`config.mk`:
```
export PLATFORM = sky130hd
export DESIGN_NAME = spi_xfer_sequencer
export DESIGN_NICKNAME = d
export VERILOG_FILES = /design/src/rtl/spi_seq_pkg.sv /design/src/rtl/spi_xfer_sequencer_arb.sv /design/src/rtl/spi_xfer_sequencer.sv
export SDC_FILE = /design/constraint.sdc
export NUM_CORES = 1
export LEC_CHECK = 0
export BUFFER_PORTS_ARGS = -buffer_cell sky130_fd_sc_hd__buf_2
export CAP_MARGIN = 10
export CORE_MARGIN = 2
export CORE_UTILIZATION = 55
export CTS_CLUSTER_DIAMETER = 50
export DETAILED_ROUTE_END_ITERATION = 8
export GPL_TIMING_DRIVEN = 0
export HOLD_SLACK_MARGIN = 0.1
export PLACE_DENSITY = 0.95
export SLEW_MARGIN = 20
export SYNTH_ARGS = -nofsm -noshare
export SYNTH_HDL_FRONTEND = slang
export SYNTH_SLANG_ARGS = --single-unit
export TNS_END_PERCENT = 20
```
`constraint.sdc`:
```
create_clock -name core_clk -period 3.25 [get_ports core_clk]
set_clock_uncertainty 0.15 [all_clocks]
set_input_delay 0.4875 -clock core_clk [delete_from_list [all_inputs] [get_ports core_clk]]
set_output_delay 0.4875 -clock core_clk [all_outputs]
set_load 0.01 [all_outputs]
```
`src/rtl/spi_seq_pkg.sv`:
```
// Shared types and constants for the SPI transaction sequencer.
// Covers the sequencer states, common flash opcodes and the address length.
package spi_seq_pkg;

    typedef enum logic [2:0] {
        ST_IDLE,
        ST_SETUP,
        ST_CMD,
        ST_ADDR,
        ST_READ,
        ST_HOLD
    } seq_state_t;

    localparam logic [7:0] OP_READ = 8'h03;
    localparam logic [7:0] OP_RDID = 8'h9F;
    localparam logic [7:0] OP_WAKE = 8'hAB;

    localparam int         ADDR_BYTES = 3;
    localparam logic [7:0] DUMMY_BYTE = 8'h00;

endpackage

```
`src/rtl/spi_xfer_sequencer_arb.sv`:
```
// Two-way round-robin arbiter. It prefers the requester that was not granted last.
// The grant is combinational, and the pointer advances on every grant it issues.
module spi_rr_arbiter2 (
    input  logic       clk,
    input  logic       rst_n,
    input  logic       i_en,
    input  logic [1:0] i_req,
    output logic       o_gnt_valid,
    output logic       o_gnt_id
);

    logic r_last;
    logic w_other;

    assign w_other = ~r_last;

    always_comb begin
        // NOTE: outputs get a default before any branch so no path holds a stale value (no latch).
        o_gnt_valid = 1'b0;
        o_gnt_id    = w_other;
        if (i_en) begin
            if (i_req[w_other]) begin
                o_gnt_valid = 1'b1;
                o_gnt_id    = w_other;
            end else if (i_req[r_last]) begin
                o_gnt_valid = 1'b1;
                o_gnt_id    = r_last;
            end
        end
    end

    // Pointer starts at 1 so requester 0 wins the first contest after reset.
    always_ff @(posedge clk or negedge rst_n) begin
        if (!rst_n) begin
            r_last <= 1'b1;
        end else if (o_gnt_valid) begin
            r_last <= o_gnt_id;
        end
    end

endmodule

```
`src/rtl/spi_xfer_sequencer.sv`:
```
// Command-level SPI sequencer. It arbitrates two requesters and frames each transaction
// as: chip select, opcode, optional 24-bit address, N read bytes, then chip-select release.
module spi_xfer_sequencer
    import spi_seq_pkg::*;
#(
    parameter int NREQ     = 2,
    parameter int LEN_W    = 8,
    parameter int CS_SETUP = 2,
    parameter int CS_HOLD  = 2
) (
    input  logic                   core_clk,
    input  logic                   core_rstn,
    input  logic [NREQ-1:0]        req_valid,
    output logic [NREQ-1:0]        req_ready,
    input  logic [NREQ*8-1:0]      req_opcode,
    input  logic [NREQ*24-1:0]     req_addr,
    input  logic [NREQ-1:0]        req_addr_en,
    input  logic [NREQ*LEN_W-1:0]  req_rlen,
    output logic                   rx_valid,
    output logic [7:0]             rx_data,
    output logic                   rx_id,
    output logic                   rx_last,
    output logic                   busy,
    output logic                   eng_start,
    output logic [7:0]             eng_tx,
    input  logic                   eng_done,
    input  logic [7:0]             eng_rx,
    output logic                   spi_cs_n
);

    localparam int         CNT_MAX    = (CS_SETUP > CS_HOLD) ? CS_SETUP : CS_HOLD;
    localparam int         CNT_W      = $clog2(CNT_MAX + 1);
    localparam logic [1:0] LAST_ABYTE = 2'(ADDR_BYTES - 1);

    seq_state_t       r_state;
    logic [CNT_W-1:0] r_cnt;
    logic [1:0]       r_abyte;
    logic [LEN_W-1:0] r_rem;
    logic [7:0]       r_op;
    logic [23:0]      r_addr;
    logic             r_addr_en;
    logic             r_owner;

    logic             w_gnt_valid;
    logic             w_gnt_id;
    logic [7:0]       w_op;
    logic [23:0]      w_addr;
    logic             w_aen;
    logic [LEN_W-1:0] w_rlen;

    spi_rr_arbiter2 u_arb (
        .clk         (core_clk),
        .rst_n       (core_rstn),
        .i_en        (r_state == ST_IDLE),
        .i_req       (req_valid),
        .o_gnt_valid (w_gnt_valid),
        .o_gnt_id    (w_gnt_id)
    );

    // Descriptor of the winning requester, latched on the grant edge.
    always_comb begin
        w_op   = req_opcode[7:0];
        w_addr = req_addr[23:0];
        w_aen  = req_addr_en[0];
        w_rlen = req_rlen[LEN_W-1:0];
        if (w_gnt_id) begin
            w_op   = req_opcode[15:8];
            w_addr = req_addr[47:24];
            w_aen  = req_addr_en[1];
            w_rlen = req_rlen[2*LEN_W-1:LEN_W];
        end
    end

    always_ff @(posedge core_clk or negedge core_rstn) begin
        if (!core_rstn) begin
            r_state   <= ST_IDLE;
            r_cnt     <= '0;
            r_abyte   <= '0;
            r_rem     <= '0;
            r_op      <= '0;
            r_addr    <= '0;
            r_addr_en <= 1'b0;
            r_owner   <= 1'b0;
            req_ready <= '0;
            rx_valid  <= 1'b0;
            rx_data   <= '0;
            rx_id     <= 1'b0;
            rx_last   <= 1'b0;
            busy      <= 1'b0;
            eng_start <= 1'b0;
            eng_tx    <= '0;
            spi_cs_n  <= 1'b1;
        end else begin
            // NOTE: state and registered outputs use non-blocking assignments so every read sees pre-edge values.
            eng_start <= 1'b0;
            rx_valid  <= 1'b0;
            rx_last   <= 1'b0;
            req_ready <= '0;

            case (r_state)
                ST_IDLE: begin
                    if (w_gnt_valid) begin
                        req_ready <= {w_gnt_id, ~w_gnt_id};
                        r_owner   <= w_gnt_id;
                        r_op      <= w_op;
                        r_addr    <= w_addr;
                        r_addr_en <= w_aen;
                        r_rem     <= w_rlen;
                        r_cnt     <= CNT_W'(CS_SETUP - 1);
                        spi_cs_n  <= 1'b0;
                        busy      <= 1'b1;
                        r_state   <= ST_SETUP;
                    end
                end

                ST_SETUP: begin
                    if (r_cnt == '0) begin
                        eng_start <= 1'b1;
                        eng_tx    <= r_op;
                        r_state   <= ST_CMD;
                    end else begin
                        r_cnt <= r_cnt - 1'b1;
                    end
                end

                ST_CMD: begin
                    if (eng_done) begin
                        if (r_addr_en) begin
                            eng_start <= 1'b1;
                            eng_tx    <= r_addr[23:16];
                            r_addr    <= {r_addr[15:0], 8'h00};
                            r_abyte   <= '0;
                            r_state   <= ST_ADDR;
                        end else if (r_rem != '0) begin
                            eng_start <= 1'b1;
                            eng_tx    <= DUMMY_BYTE;
                            r_state   <= ST_READ;
                        end else begin
                            r_cnt   <= CNT_W'(CS_HOLD - 1);
                            r_state <= ST_HOLD;
                        end
                    end
                end

                ST_ADDR: begin
                    if (eng_done) begin
                        if (r_abyte != LAST_ABYTE) begin
                            eng_start <= 1'b1;
                            eng_tx    <= r_addr[23:16];
                            r_addr    <= {r_addr[15:0], 8'h00};
                            r_abyte   <= r_abyte + 2'd1;
                        end else if (r_rem != '0) begin
                            eng_start <= 1'b1;
                            eng_tx    <= DUMMY_BYTE;
                            r_state   <= ST_READ;
                        end else begin
                            r_cnt   <= CNT_W'(CS_HOLD - 1);
                            r_state <= ST_HOLD;
                        end
                    end
                end

                // r_rem counts bytes not yet completed, including the one in flight.
                ST_READ: begin
                    if (eng_done) begin
                        rx_valid <= 1'b1;
                        rx_data  <= eng_rx;
                        rx_id    <= r_owner;
                        if (r_rem == LEN_W'(1)) begin
                            rx_last <= 1'b1;
                            r_cnt   <= CNT_W'(CS_HOLD - 1);
                            r_state <= ST_HOLD;
                        end else begin
                            r_rem     <= r_rem - 1'b1;
                            eng_start <= 1'b1;
                            eng_tx    <= DUMMY_BYTE;
                        end
                    end
                end

                ST_HOLD: begin
                    if (r_cnt == '0) begin
                        spi_cs_n <= 1'b1;
                        busy     <= 1'b0;
                        r_state  <= ST_IDLE;
                    end else begin
                        r_cnt <= r_cnt - 1'b1;
                    end
                end

                default: r_state <= ST_IDLE;
            endcase
        end
    end

endmodule

```
Word level (Yosys, flattened, before mapping)
Cells that the tools add are included.

Latch bits: 0. Flip-flop bits (word level): 74. Memory bits (read-only): 0. Output and inout bits: 24. Memories: 0. Input bits: 95. Memory bits (writable): 0.

Shift operators: 0. Bitwise gates (word level): 2. Eq/ne operators: 20. Magnitude comparators: 2. Reductions and logical operators: 19. Multiply operators: 0. Div/mod/pow operators: 0. Mux-type cells: 81. Add/subtract/negate cells: 3.

Operators by type and width (count): two-way mux 24 bit (6); two-way mux 8 bit (13); one-hot mux 24 bit (3 select lines) (1); one-hot mux 8 bit (4 select lines) (1); two-way mux 2 bit (15); two-way mux 1 bit (29); != test 2 bit, second input constant (14); two-way mux 3 bit (9); one-hot mux 3 bit (6 select lines) (1); one-hot mux 8 bit (2 select lines) (1); AND reduction 6 bit (2); one-hot mux 2 bit (5 select lines) (1); AND reduction 9 bit (1); equality test 8 x 1 -> 1 bit, second input constant (1); AND reduction 8 bit (1); nonzero test 8 bit (1); subtractor 8 x 1 -> 8 bit, second input constant (1); equality test 3 x 2 -> 1 bit, second input constant (2); equality test 3 bit, second input constant (2); nonzero test 2 bit (3); AND reduction 5 bit (1); nonzero test 5 bit (1); less-than comparator 1 x 2 -> 1 bit, second input constant (2); one-hot mux 1 bit (2 select lines) (2); 14 further kinds (16).

Longest topological paths before layout
Gate-level depths: netlist of run 1.

Depth after elaboration: 8. Gate-level depth with buffers: 9. Depth with buffers taken out: 7.

Modules after synthesis
Synthesis of run 1 repeated with hierarchy kept, for this count alone.

Cell total of the unflattened synthesis: 427. Area total of the unflattened synthesis: 4025.1 um2.

By module, submodules not included: spi_xfer_sequencer (area an instance 3946.3 um2, times used 1, seq. area each 1828.0 um2, cells an instance 419); spi_rr_arbiter2 (area an instance 78.8 um2, times used 1, seq. area each 26.3 um2, cells an instance 8).

Worst setup path after synthesis of run 1
OpenSTA, ideal clock, no wires.

Path type: register to register. Start point: register r_abyte[0]. End point: register r_addr[4]. Clock period less this slack: 2.090 ns. Stages on the path, launching flop included: 10. Arrival time: 1.812 ns. Path buffers: 2. Setup slack: 1.160 ns. Cell sequence: dfrtp_1 -> inv_1 -> ha_1 -> nor2b_1 -> a32oi_1 -> or3_1 -> buf_2 -> buf_6 -> a222oi_1 -> inv_1.

Word-level cells in the longest chain between the ends: 3.

RTL lines: from (decl) (line spi_xfer_sequencer.sv:37) `logic [1:0] r_abyte;`; from (signal assigned) (line spi_xfer_sequencer.sv:151) `r_abyte <= r_abyte + 2'd1;`; != test 2 bit (line spi_xfer_sequencer.sv:147) `if (r_abyte != LAST_ABYTE) begin`; != test 2 bit (no source line); AND reduction 6 bit (no source line); to (signal assigned) (line spi_xfer_sequencer.sv:106) `r_addr <= w_addr;`; to (signal assigned) (line spi_xfer_sequencer.sv:131) `r_addr <= {r_addr[15:0], 8'h00};`; to (signal assigned) (line spi_xfer_sequencer.sv:150) `r_addr <= {r_addr[15:0], 8'h00};`; to (decl) (line spi_xfer_sequencer.sv:40) `logic [23:0] r_addr;`.

No other way between the ends. A chain may end at the register's enable or synchronous reset.

Final worst setup path of run 1
Start point: register u_arb.r_last. End point: register r_op[1].

Word-level cells in the longest chain between the ends: 6. Elaborated cells on any way between the ends: 13. Those cells by class: mux: 11; bitwise: 1; reduce/logical: 1.

RTL lines: from (decl) (line spi_xfer_sequencer_arb.sv:12) `logic r_last;`; from (signal assigned) (line spi_xfer_sequencer_arb.sv:37) `r_last <= o_gnt_id;`; two-way mux 1 bit (not written as such) (2 in series) (line spi_xfer_sequencer_arb.sv:25) `end else if (i_req[r_last]) begin`; two-way mux 1 bit (line spi_xfer_sequencer_arb.sv:25); two-way mux 1 bit (line spi_xfer_sequencer_arb.sv:22) `if (i_req[w_other]) begin`; two-way mux 1 bit (line spi_xfer_sequencer_arb.sv:21) `if (i_en) begin`; two-way mux 8 bit / AND reduction 2 bit (equally long branches); to (signal assigned) (line spi_xfer_sequencer.sv:105) `r_op <= w_op;`; to (decl) (line spi_xfer_sequencer.sv:39) `logic [7:0] r_op;`.

Parallel ways exist; a longest one is shown, timed or not. The select of a mux whose other input is x is not followed.

==> results of run 1 <==
[synth_stat cells, drive strengths merged, types with 4 or more instances]
cell    count
nand3      28
nor3        9
a22o       10
mux2i      19
nor2       14
a21oi      15
o21ai      22
or3         6
inv        21
a222oi      8
a22oi      14
ha          5
buf        14
dfrtp      72
clkbuf     14
o22ai       4
o211ai     18
nand2      82
[per-layer routing]
layer / up-vias / wire (um) / share of wire, % / track usage [%]
met1: 1867 / 4210 / 41 / 38.1
met5: - / 0 / 0 / 0
met2: 202 / 5160 / 50 / 45.5
met3: 29 / 712 / 6.9 / 4.62
li1: 1760 / - / - / -
met4: 0 / 273 / 2.6 / 12.2
[sequential cells by signal (all words and copies together), names as in the netlist]
name          flops
eng_start         1
r_cnt             2
rx_id             1
eng_tx            8
req_ready         2
rx_data           8
r_addr           24
rx_last           1
u_arb.r_last      1
r_rem             8
r_abyte           2
rx_valid          1
r_owner           1
r_addr_en         1
spi_cs_n          1
r_state           3
busy              1
r_op              8
[path summary, 6_finish.rpt]
kind | slack, ns | to | startpoint
max in group asynchronous | 1.94 | r_state[0] | core_rstn
min in group asynchronous | 0.45 | rx_valid | core_rstn
setup / recovery | 0.78 | r_op[1] | u_arb.r_last
hold / removal | 0.17 | rx_data[1] | eng_rx[1]
setup reg to reg | 0.78 | r_op[1] | u_arb.r_last
hold reg to reg | 0.32 | rx_data[7] | rx_data[7]
[worst max-delay path, delay by kind of cell, from the launching register on]
family	cells	cell delay, ns
flip-flops	1	0.59
AO/OA/AOI/OAI	1	0.27
buffers and inverters	1	0.36
AND/OR/NAND/NOR	4	1.04
[logic make-up (layout without fill, tap and decap cells)]
kind of cell / after synthesis / count (layout) / synth area share [%]
AND/OR/NAND/NOR: 153 / 153 / 18.6
buffers and inverters: 50 / 184 / 5.70
AO/OA/AOI/OAI: 112 / 112 / 21.2
multiplexers: 19 / 19 / 4.92
adder cells (fa/ha/maj): 5 / 5 / 1.62
flip-flops: 74 / 74 / 48.0
[where the power goes]
group	total (W)	switching, W	internal, W
sequential	0.00166	0.000301	0.00136
combinational	0.00217	0.00129	0.000885
clock	0.000710	0.000352	0.000357
total	0.00454	0.00194	0.00260
[what timing repair did]
| action | CTS | global route |
|---|---|---|
| hold buffers | 1 | 0 |
| hold endpoints to repair | 28 | 0 |
| resized for setup | 0 | 0 |
[cell type report]
cell class                      instances  area share, %
Tap cell                               96           2.51
Inverter                               22           1.72
Timing Repair Buffer                  118           12.8
Sequential cell                        74           38.7
Buffer                                 28           2.87
Clock buffer                           10           2.66
Multi-Input combinational cell        289           37.3
Clock inverter                          6           1.38
[metrics by stage]
step	hold WS (ns)	instance area, um^2	worst slack (ns)	utilization (%)	total power [W]
2_1_floorplan	0.0419	3860	1.16	-	0.00313
3_3_place_gp	0.304	4560	0.800	67.2	0.00365
3_5_place_dp	0.299	4590	0.706	67.5	0.00379
4_1_cts	0.164	4790	0.849	70.5	0.00451
5_1_grt	0.180	4790	0.684	70.5	0.00485
6_report	0.165	4790	0.785	70.5	0.00454
==> summary.md, run 1 <==
| Metric | Value |
|---|---|
| Outcome | `finished clean` |
| Synth top area cells | `dfrtp_1, nand2_1, mux2i_1, nand3_1, o211ai_1` |
| HPWL Detailed | `7610 um` |
| Setup TNS | `0 ns` |
| Non-filler instance count after layout | `~640` |
| ANT cells | `0` |
| Setup CP Type | `reg2reg` |
| Async SR Flop Fraction | `100%` |
| Clock Root Buffer | `clkbuf_8` |
| Worst Hold Class | `in2reg` |
| Final Hold Fails | `0` |
| Vias in the first global route | `3535` |
| Worst-path fanout max | `10` |
| Post-Route WL | `10400 um` |
| Port Buffers | `116` |
| Worst R2R Path Depth | `6` |
| Worst-Margin Slew | `0.781 ns` |
| Sequential Area | `0.00185 mm^2` |
| Starting DRT DRC Count | `445` |
| Leakage power | `2.39 nW` |
| F_max | `0.406 GHz` |
| Critical path startpoint category | `register` |
| Synth-to-Final Area Change | `24.0%` |
| RSZ-0062 raised after global routing | `false` |
| Setup crit end kind | `register` |
| Wirelength per Cell | `16.1 um` |
| Synth warn | `0` |
| CTS Buf Count | `9` |
| Initial Utilization | `56.9%` |
| CTS clk-pin slew, worst paths | `0.08 ns` |
| Pwr/cell area | `947 mW/mm^2` |
| Total grt overflow | `0` |
| FF+latch count, synth | `between 70 and 80` |
| Setup Buffers After CTS | `0` |
| Via density per instance | `6.00` |
| GP Congestion | `a little under 0.9` |
| Cell count after synthesis | `roughly 410` |
| Fin. max-slew vios | `0` |
| Layout cell share with drive strength beyond 1 | `~29%` |
| Fillers | `527` |
| Most used cell, CP | `nand2_1` |
| Syn avg cell area | `9.36 um^2` |
| Global router's overall resource usage | `between 20% and 30%` |
| Register area share after synthesis | `48.0%` |
| H-tree depth | `3` |
| Most common library cell in the layout ignoring fill and taps | `buf_2` |
| Drt pass-1 iters | `6` |
| CTS tree | `built` |
| Clk sinks | `74` |
| WP data required | `roughly 3.4 ns` |
| Die height | `approximately 88 um` |
| Max VDD drop | `0.649 mV` |
| Residual DRC | `0` |
| Slowest stage delay, CP | `0.60 ns` |
| # IOs | `119` |
| Cell taking the most area after synthesis | `dfrtp_1` |
| Die area | `about 0.0077 mm^2` |
| Worst-Skew Late Latency | `between 0.3 and 0.4 ns` |
| Yosys cell types | `50` |
| Critical Path, Cell by Cell | `a21boi_0, and2_1, nor2_1, buf_2, nand2_1, nand2_1` |
| Setup Viol. Count Final | `0` |
| Synth Flop Type | `dfrtp_1` |
| Vias | `between 3000 and 4000` |
| Final worst path period need | `2.47 ns` |
| Clk buf depth | `2` |
| Rows | `30` |
| Slowest stage cell, crit path | `nor2_1` |
| Relative slew slack | `a little under half` |
| Fin nets | `642` |
| Number of enable flip-flop cells after synthesis | `0` |
| First-pass GRT wire length | `16900 um` |
| Placed cells | `about 630` |
| Largest net degree at the start of global routing | `45` |
| Core area | `0.00679 mm^2` |
| Area taken by multi-input logic gates | `around 0.0018 mm^2` |
| Leading cell types in the layout, fill and taps excluded | `buf_2, nand2_1, dfrtp_1, nand3_1, inv_1` |
| Crit share post-route | `75.9%` |
| Routed Antenna Nets | `0` |
| Yosys top cell area share | `46.6%` |
| Die width | `87.8 um` |
| Syn Nets | `513` |
| Synth Cell Area | `0.00386 mm^2` |
| Antenna violations before repair | `0` |
| Max-Cap Viols | `0` |
| Worst Hold Depth | `3` |
| WP data arrival | `2.61 ns` |
Note: power is estimated with default switching activity, not from simulation.
==> inputs of run 2 (changes only) <==
Settings changed: CORE_UTILIZATION 55 to 52, PLACE_DENSITY 0.95 to 0.92.
Clock period 3.25 ns to 2.5 ns, I/O delays scaled along.
==> run 2 against run 1 <==
  * Sequential power rose by 30%
  * Setup slack got worse by 0.65 ns
  * Cell count is 5.4% higher
  * Clock-buffer cell count unchanged
  * Non-clock buffer count is 32 higher
  * Combinational power up 33%
  * First-iteration DRC count rose by 30%
  * Die area rose by 5.5%
  * Via count up 3.6%
  * Utilization increased by 0.76 points
  * Largest cell class unchanged
  * Total power increased by 34%
  * Sequential cell count is the same
==> summary.md, run 2 (synthesis gave the netlist of run 1 again) <==
| Metric | Value |
|---|---|
| Antenna violations before repair | `0 (unchanged)` |
| Hold Path Origin | `req_addr[26]` |
| Worst-Skew Late Latency | `0.36 ns (about the same)` |
| Vias | `3995 (+3.6%)` |
| CTS tree | `built` |
| Core area | `0.00721 mm^2 (+6.2%)` |
| Worst-Margin Slew | `0.785 ns (+0.00332 ns)` |
| Post-Route WL | `11200 um (+8.2%)` |
| Clk buf depth | `2 (unchanged)` |
| Met2 routed WL | `5620 um (+9.0%)` |
| Wirelength per Cell | `16.5 um (+2.6%)` |
| Worst reg2reg endpoint | `r_op[7]` |
| F_max | `0.423 GHz (+4.2%)` |
| Worst-path fanout max | `10 (unchanged)` |
| WP data required | `2.64 ns (-0.76 ns)` |
| # IOs | `119 (unchanged)` |
| Worst Hold Class | `in2reg` |
| HPWL Detailed | `7500 um (-1.4%)` |
| R2r startpoint | `u_arb.r_last` |
| Final Hold Fails | `0 (unchanged)` |
| WP data arrival | `2.51 ns (-0.10 ns)` |
| Placed cells | `629 (+0.48%)` |
| Setup CP Type | `reg2reg` |
| Reg with most FFs | `r_addr` |
| RSZ-0062 raised after global routing | `false` |
| Worst Hold Depth | `3 (unchanged)` |
| Clock Root Buffer | `clkbuf_8` |
| Largest net degree at the start of global routing | `47 (+4.4%)` |
| CTS clk-pin slew, worst paths | `0.08 ns (about the same)` |
| Global router's overall resource usage | `28.9% (+0.63 points)` |
| Die area | `0.00814 mm^2 (+5.5%)` |
| GP Congestion | `0.850 (-2.8%)` |
| Setup Buffers After CTS | `0 (unchanged)` |
| Max-Cap Viols | `0 (unchanged)` |
| Port Buffers | `116 (unchanged)` |
| Fin nets | `674 (+5.0%)` |
| Hold endpoint | `r_addr[2]` |
| First-pass GRT wire length | `19000 um (+13%)` |
| Setup Viol. Count Final | `0 (unchanged)` |
| Critical path startpoint category | `register` |
| Leakage power | `2.53 nW (+5.7%)` |
| Sequential Area | `0.00185 mm^2 (unchanged)` |
| Rows | `31 (+3.3%)` |
| M1 wire length | `4430 um (+5.1%)` |
| Clk sinks | `74 (unchanged)` |
| Pwr/cell area | `1180 mW/mm^2 (+25%)` |
| Leading cell types in the layout, fill and taps excluded | `buf_2, nand2_1, dfrtp_1, dlygate4sd3_1, nand3_1` |
| Drt pass-1 iters | `6 (unchanged)` |
| Die width | `90.2 um (+2.7%)` |
| Routed Antenna Nets | `0 (unchanged)` |
| Area taken by multi-input logic gates | `0.00179 mm^2 (+0.28%)` |
| Critical path startpoint | `u_arb.r_last` |
| Total power | `0.00609 W (+34%)` |
| CTS Buf Count | `9 (unchanged)` |
| Vias in the first global route | `3943 (+12%)` |
| ANT cells | `0 (unchanged)` |
| Relative slew slack | `47.2% (-0.50 points)` |
| Setup TNS | `0 ns (unchanged)` |
| Synth-to-Final Area Change | `33.1%` |
| Worst R2R Path Depth | `6 (unchanged)` |
| Outcome | `finished clean` |
| Starting DRT DRC Count | `577 (+30%)` |
| Via density per instance | `5.89 (-1.8%)` |
| Residual DRC | `0 (unchanged)` |
| DR WL met3 | `851 um (+20%)` |
| Largest register FFs | `24 (unchanged)` |
| Setup crit end kind | `register` |
| Total grt overflow | `0 (unchanged)` |
| Initial Utilization | `53.6% (-3.3 points)` |
| Layout cell share with drive strength beyond 1 | `27.8% (-1.3 points)` |
| H-tree depth | `3 (unchanged)` |
| FF-to-FF setup slack | `0.13 ns (-0.65 ns)` |
| Fillers | `515 (-2.3%)` |
| Crit share post-route | `94.6% (+19 points)` |
| Final worst path period need | `2.37 ns (-0.0995 ns)` |
| Die height | `90.2 um (+2.7%)` |
| Non-filler instance count after layout | `678 (+5.4%)` |
| Max VDD drop | `0.641 mV (-1.2%)` |
| Most common library cell in the layout ignoring fill and taps | `buf_2` |
| Highest routed layer | `met4` |
| Fin. max-slew vios | `0 (unchanged)` |
## run 2: per-stage QoR
step | setup WS [ns] | hold WS (ns) | utilization (%) | cell area [um^2]
detailed placement | 0.0743 | 0.175 | 63.6 | 4590
floorplan | 0.410 | -0.0706 | - | 3860
finish | 0.134 | 0.103 | 71.3 | 5140
CTS | 0.0705 | 0.102 | 71.2 | 5140
global placement | 0.155 | 0.303 | 63.3 | 4570
global route | 0.0313 | 0.121 | 71.3 | 5140
## run 2: routing by layer
| metal | global-route usage [%] | up-vias |
|---|---|---|
| met1 | 37.3 | 1910 |
| met3 | 5.03 | 37 |
| met2 | 48.7 | 230 |
| met5 | 0 | - |
| li1 | - | 1818 |
| met4 | 11.0 | 0 |
## run 2: critical path: stages (launching register included)
cell	delay [ns]
dfstp_2	0.41
a21boi_0	0.64
and2_1	0.26
buf_2	0.26
buf_2	0.30
a22oi_1	0.15
nand2_1	0.13
## run 2: area by class of cell
class,instances,area share (%)
inverters,22,1.61
repair buffers,150,18.2
clock buffers,10,2.48
multi-input cells,289,34.9
clock inverters,6,1.73
plain buffers,28,2.68
flip-flops and latches,74,36.1
well taps,99,2.41
## run 2: report_power, final
group	switching, W	total, W	internal, W	leakage (nW)
Sequential	0.000396	0.00216	0.00176	0.916
Clock	0.000471	0.00104	0.000564	0.103
Combinational	0.00171	0.00289	0.00119	1.51
## run 2: worst max-delay path by stage
stage	to	slack (ns)	cells after the start
after detailed placement	r_op[7]	0.07	7
after floorplan	r_addr[4]	0.41	9
after global placement	r_op[3]	0.16	7
after CTS	r_op[3]	0.07	6
after global routing	r_addr[4]	0.03	9
final	r_op[7]	0.13	6
## run 2: what timing repair did
action                                  4_1_cts  5_1_grt
endpoints found under the hold margin        52        0
gates resized for setup                       0        2
hold buffers                                 33        0
endpoints found under the setup margin        0       11
==> inputs of run 3 (changes only) <==
Settings changed: RECOVER_POWER set to 50.
==> run 3 against run 2 <==
  * The flow now finishes with violations (capacitance limit, slew limit)
  * Routed wire length increased by 0.17%
  * Clock-buffer cell count unchanged
  * Die area unchanged
  * Critical path depth unchanged
  * Cell area decreased by 0.37%
  * Utilization decreased by 0.26 points
  * Non-clock buffer count unchanged
  * Setup slack got worse by 0.037 ns
  * Sequential cell count unchanged
  * Register-to-register slack got worse by 0.04 ns
  * Global-route usage unchanged
  * Combinational power about the same
  * Critical path type unchanged
  * Largest cell class unchanged
==> summary.md, run 3 (synthesis gave the netlist of run 1 again) <==
| Metric | Value |
|---|---|
| # IOs | `119 (unchanged)` |
| Core Util, Final | `71.0% (-0.26 points)` |
| Clk sinks | `74 (unchanged)` |
| Total grt overflow | `0 (unchanged)` |
| First-pass GRT wire length | `19000 um (unchanged)` |
| Initial Utilization | `53.6% (unchanged)` |
| CTS clk-pin slew, worst paths | `0.08 ns (about the same)` |
| Core area | `0.00721 mm^2 (unchanged)` |
| Crit share post-route | `96.1% (+1.5 points)` |
| Setup crit end kind | `register` |
| Most used cell, CP | `buf_2` |
| Setup Viol. Count Final | `0 (unchanged)` |
| Setup CP Type | `reg2reg` |
| Post-Route WL | `11200 um (+0.17%)` |
| Slowest stage cell, crit path | `a21boi_0` |
| Final Hold Fails | `0 (unchanged)` |
| Die height | `90.2 um (unchanged)` |
| Antenna violations before repair | `0 (unchanged)` |
| Vias in the first global route | `3943 (unchanged)` |
| Worst reg2reg endpoint | `r_op[7]` |
| Worst-Margin Slew | `1.61 ns (+0.829 ns)` |
| Layout cell share with drive strength beyond 1 | `25.6% (-2.2 points)` |
| Via density per instance | `5.95 (+0.98%)` |
| Pwr/cell area | `1190 mW/mm^2 (+0.12%)` |
| Rows | `31 (unchanged)` |
| Leading cell types in the layout, fill and taps excluded | `buf_2, nand2_1, dfrtp_1, dlygate4sd3_1, clkbuf_1` |
| CTS Buf Count | `9 (unchanged)` |
| Failing checks | `capacitance limit, slew limit` |
| CP endpoint | `r_op[7]` |
| Critical path startpoint | `u_arb.r_last` |
| Leakage power | `2.48 nW (-1.8%)` |
| Worst-Skew Late Latency | `0.35 ns (about the same)` |
| GP Congestion | `0.850 (unchanged)` |
| CP Buf/Inv Count | `2 (unchanged)` |
| HPWL Detailed | `7500 um (unchanged)` |
| Routed Antenna Nets | `0 (unchanged)` |
| H-tree depth | `3 (unchanged)` |
| CTS tree | `built` |
| FF-to-FF setup slack | `0.1 ns (-0.04 ns)` |
| CP Depth | `6 (unchanged)` |
| Port Buffers | `116 (unchanged)` |
| Residual DRC | `0 (unchanged)` |
| Fin nets | `674 (unchanged)` |
| WP data arrival | `2.54 ns (+0.03 ns)` |
| Design Area, Final | `0.00512 mm^2 (-0.37%)` |
| ANT cells | `0 (unchanged)` |
| Critical Path, Cell by Cell | `a21boi_0, and2_1, buf_2, buf_2, a22oi_1, nand2_1` |
| Setup TNS | `0 ns (unchanged)` |
| Max VDD drop | `0.639 mV (-0.38%)` |
| Final worst path period need | `2.40 ns (+0.0369 ns)` |
| Die area | `0.00814 mm^2 (unchanged)` |
| Delay-heaviest family, CP | `compound AO/OA/AOI/OAI gates` |
| Drt pass-1 iters | `6 (unchanged)` |
| Starting DRT DRC Count | `518 (-10%)` |
| Most common library cell in the layout ignoring fill and taps | `buf_2` |
| Worst Hold Class | `in2reg` |
| Synth-to-Final Area Change | `32.6%` |
| Wirelength per Cell | `16.6 um (+0.17%)` |
| F_max | `0.416 GHz (-1.5%)` |
| Total power | `0.00607 W (-0.24%)` |
| WP data required | `2.64 ns (about the same)` |
| Placed cell areas | `0.00459 mm^2 (unchanged)` |
| Fin. max-slew vios | `29 (+29)` |
| Max-Cap Viols | `1 (+1)` |
| RSZ-0062 raised after global routing | `false` |
| Clock Root Buffer | `clkbuf_8` |
| Outcome | `finished with violations` |
| Die width | `90.2 um (unchanged)` |
| Relative slew slack | `-7.60% (-55 points)` |
| Largest net degree at the start of global routing | `47 (unchanged)` |
| R2r startpoint | `u_arb.r_last` |
| Worst-path fanout max | `10 (unchanged)` |
| Clk buf depth | `2 (unchanged)` |
| Slowest stage delay, CP | `0.65 ns (about the same)` |
| Vias | `4034 (+0.98%)` |
| Global router's overall resource usage | `28.9% (unchanged)` |
| Worst R2R Path Depth | `6 (unchanged)` |
| Critical path startpoint category | `register` |
| Largest register FFs | `24 (unchanged)` |
| Reg with most FFs | `r_addr` |
==> run 3: worst register-to-register path: cells and delay by family, from the launching register on <==
family	cells	cell delay, ns
AO/OA/AOI/OAI	2	0.81
buffers and inverters	2	0.57
flip-flops	1	0.41
AND/OR/NAND/NOR	2	0.40
==> run 3: stage by stage <==
| step | hold slack (ns) | instances | worst slack (ns) |
|---|---|---|---|
| 2_1_floorplan | -0.0706 | 413 | 0.410 |
| 3_3_place_gp | 0.303 | 628 | 0.155 |
| 3_5_place_dp | 0.175 | 629 | 0.0743 |
| 4_1_cts | 0.102 | 678 | 0.0705 |
| 5_1_grt | 0.121 | 678 | 0.0313 |
| 6_report | 0.105 | 678 | 0.0973 |
==> run 3: power by group <==
group	internal, W	leakage (nW)	switching, W
Sequential	0.00176	0.916	0.000399
Clock	0.000564	0.103	0.000467
Combinational	0.00117	1.46	0.00171
Total	0.00349	2.48	0.00258
==> run 3: repair_timing <==
action,in CTS,in global routing
buffers inserted,0,0
resized for setup,0,2
endpoints found under the setup margin,0,11
hold buffers,33,0
hold endpoints to repair,52,0
==> run 3: worst min path at each step <==
stage	slack [ns]	to	cells past startpoint	from
finish	0.10	r_addr[2]	3	req_addr[26]
global route	0.12	r_op[0]	3	req_opcode[8]
CTS	0.10	r_addr[1]	3	req_addr[25]
detailed placement	0.17	rx_data[5]	1	core_rstn
global placement	0.30	rx_data[4]	2	rx_data[4]
floorplan	-0.07	busy	0	core_rstn
==> run 3: layer usage <==
| layer | share of wire [%] | vias to the layer above | global-route usage, % | routed length (um) |
|---|---|---|---|---|
| li1 | - | 1823 | - | - |
| met1 | 40 | 1940 | 37.3 | 4500 |
| met2 | 50 | 234 | 48.7 | 5610 |
| met3 | 7.4 | 37 | 5.03 | 835 |
| met4 | 2.5 | 0 | 11.0 | 280 |
| met5 | 0 | - | 0 | 0 |
==> run 3: layout make-up <==
class | instances | area (um^2)
plain buffers | 28 | 138
clock buffers | 10 | 128
clock inverters | 6 | 88.8
fillers | 524 | 2090
inverters | 22 | 82.6
multi-input cells | 289 | 1790
flip-flops and latches | 74 | 1850
well taps | 99 | 124
repair buffers | 150 | 915
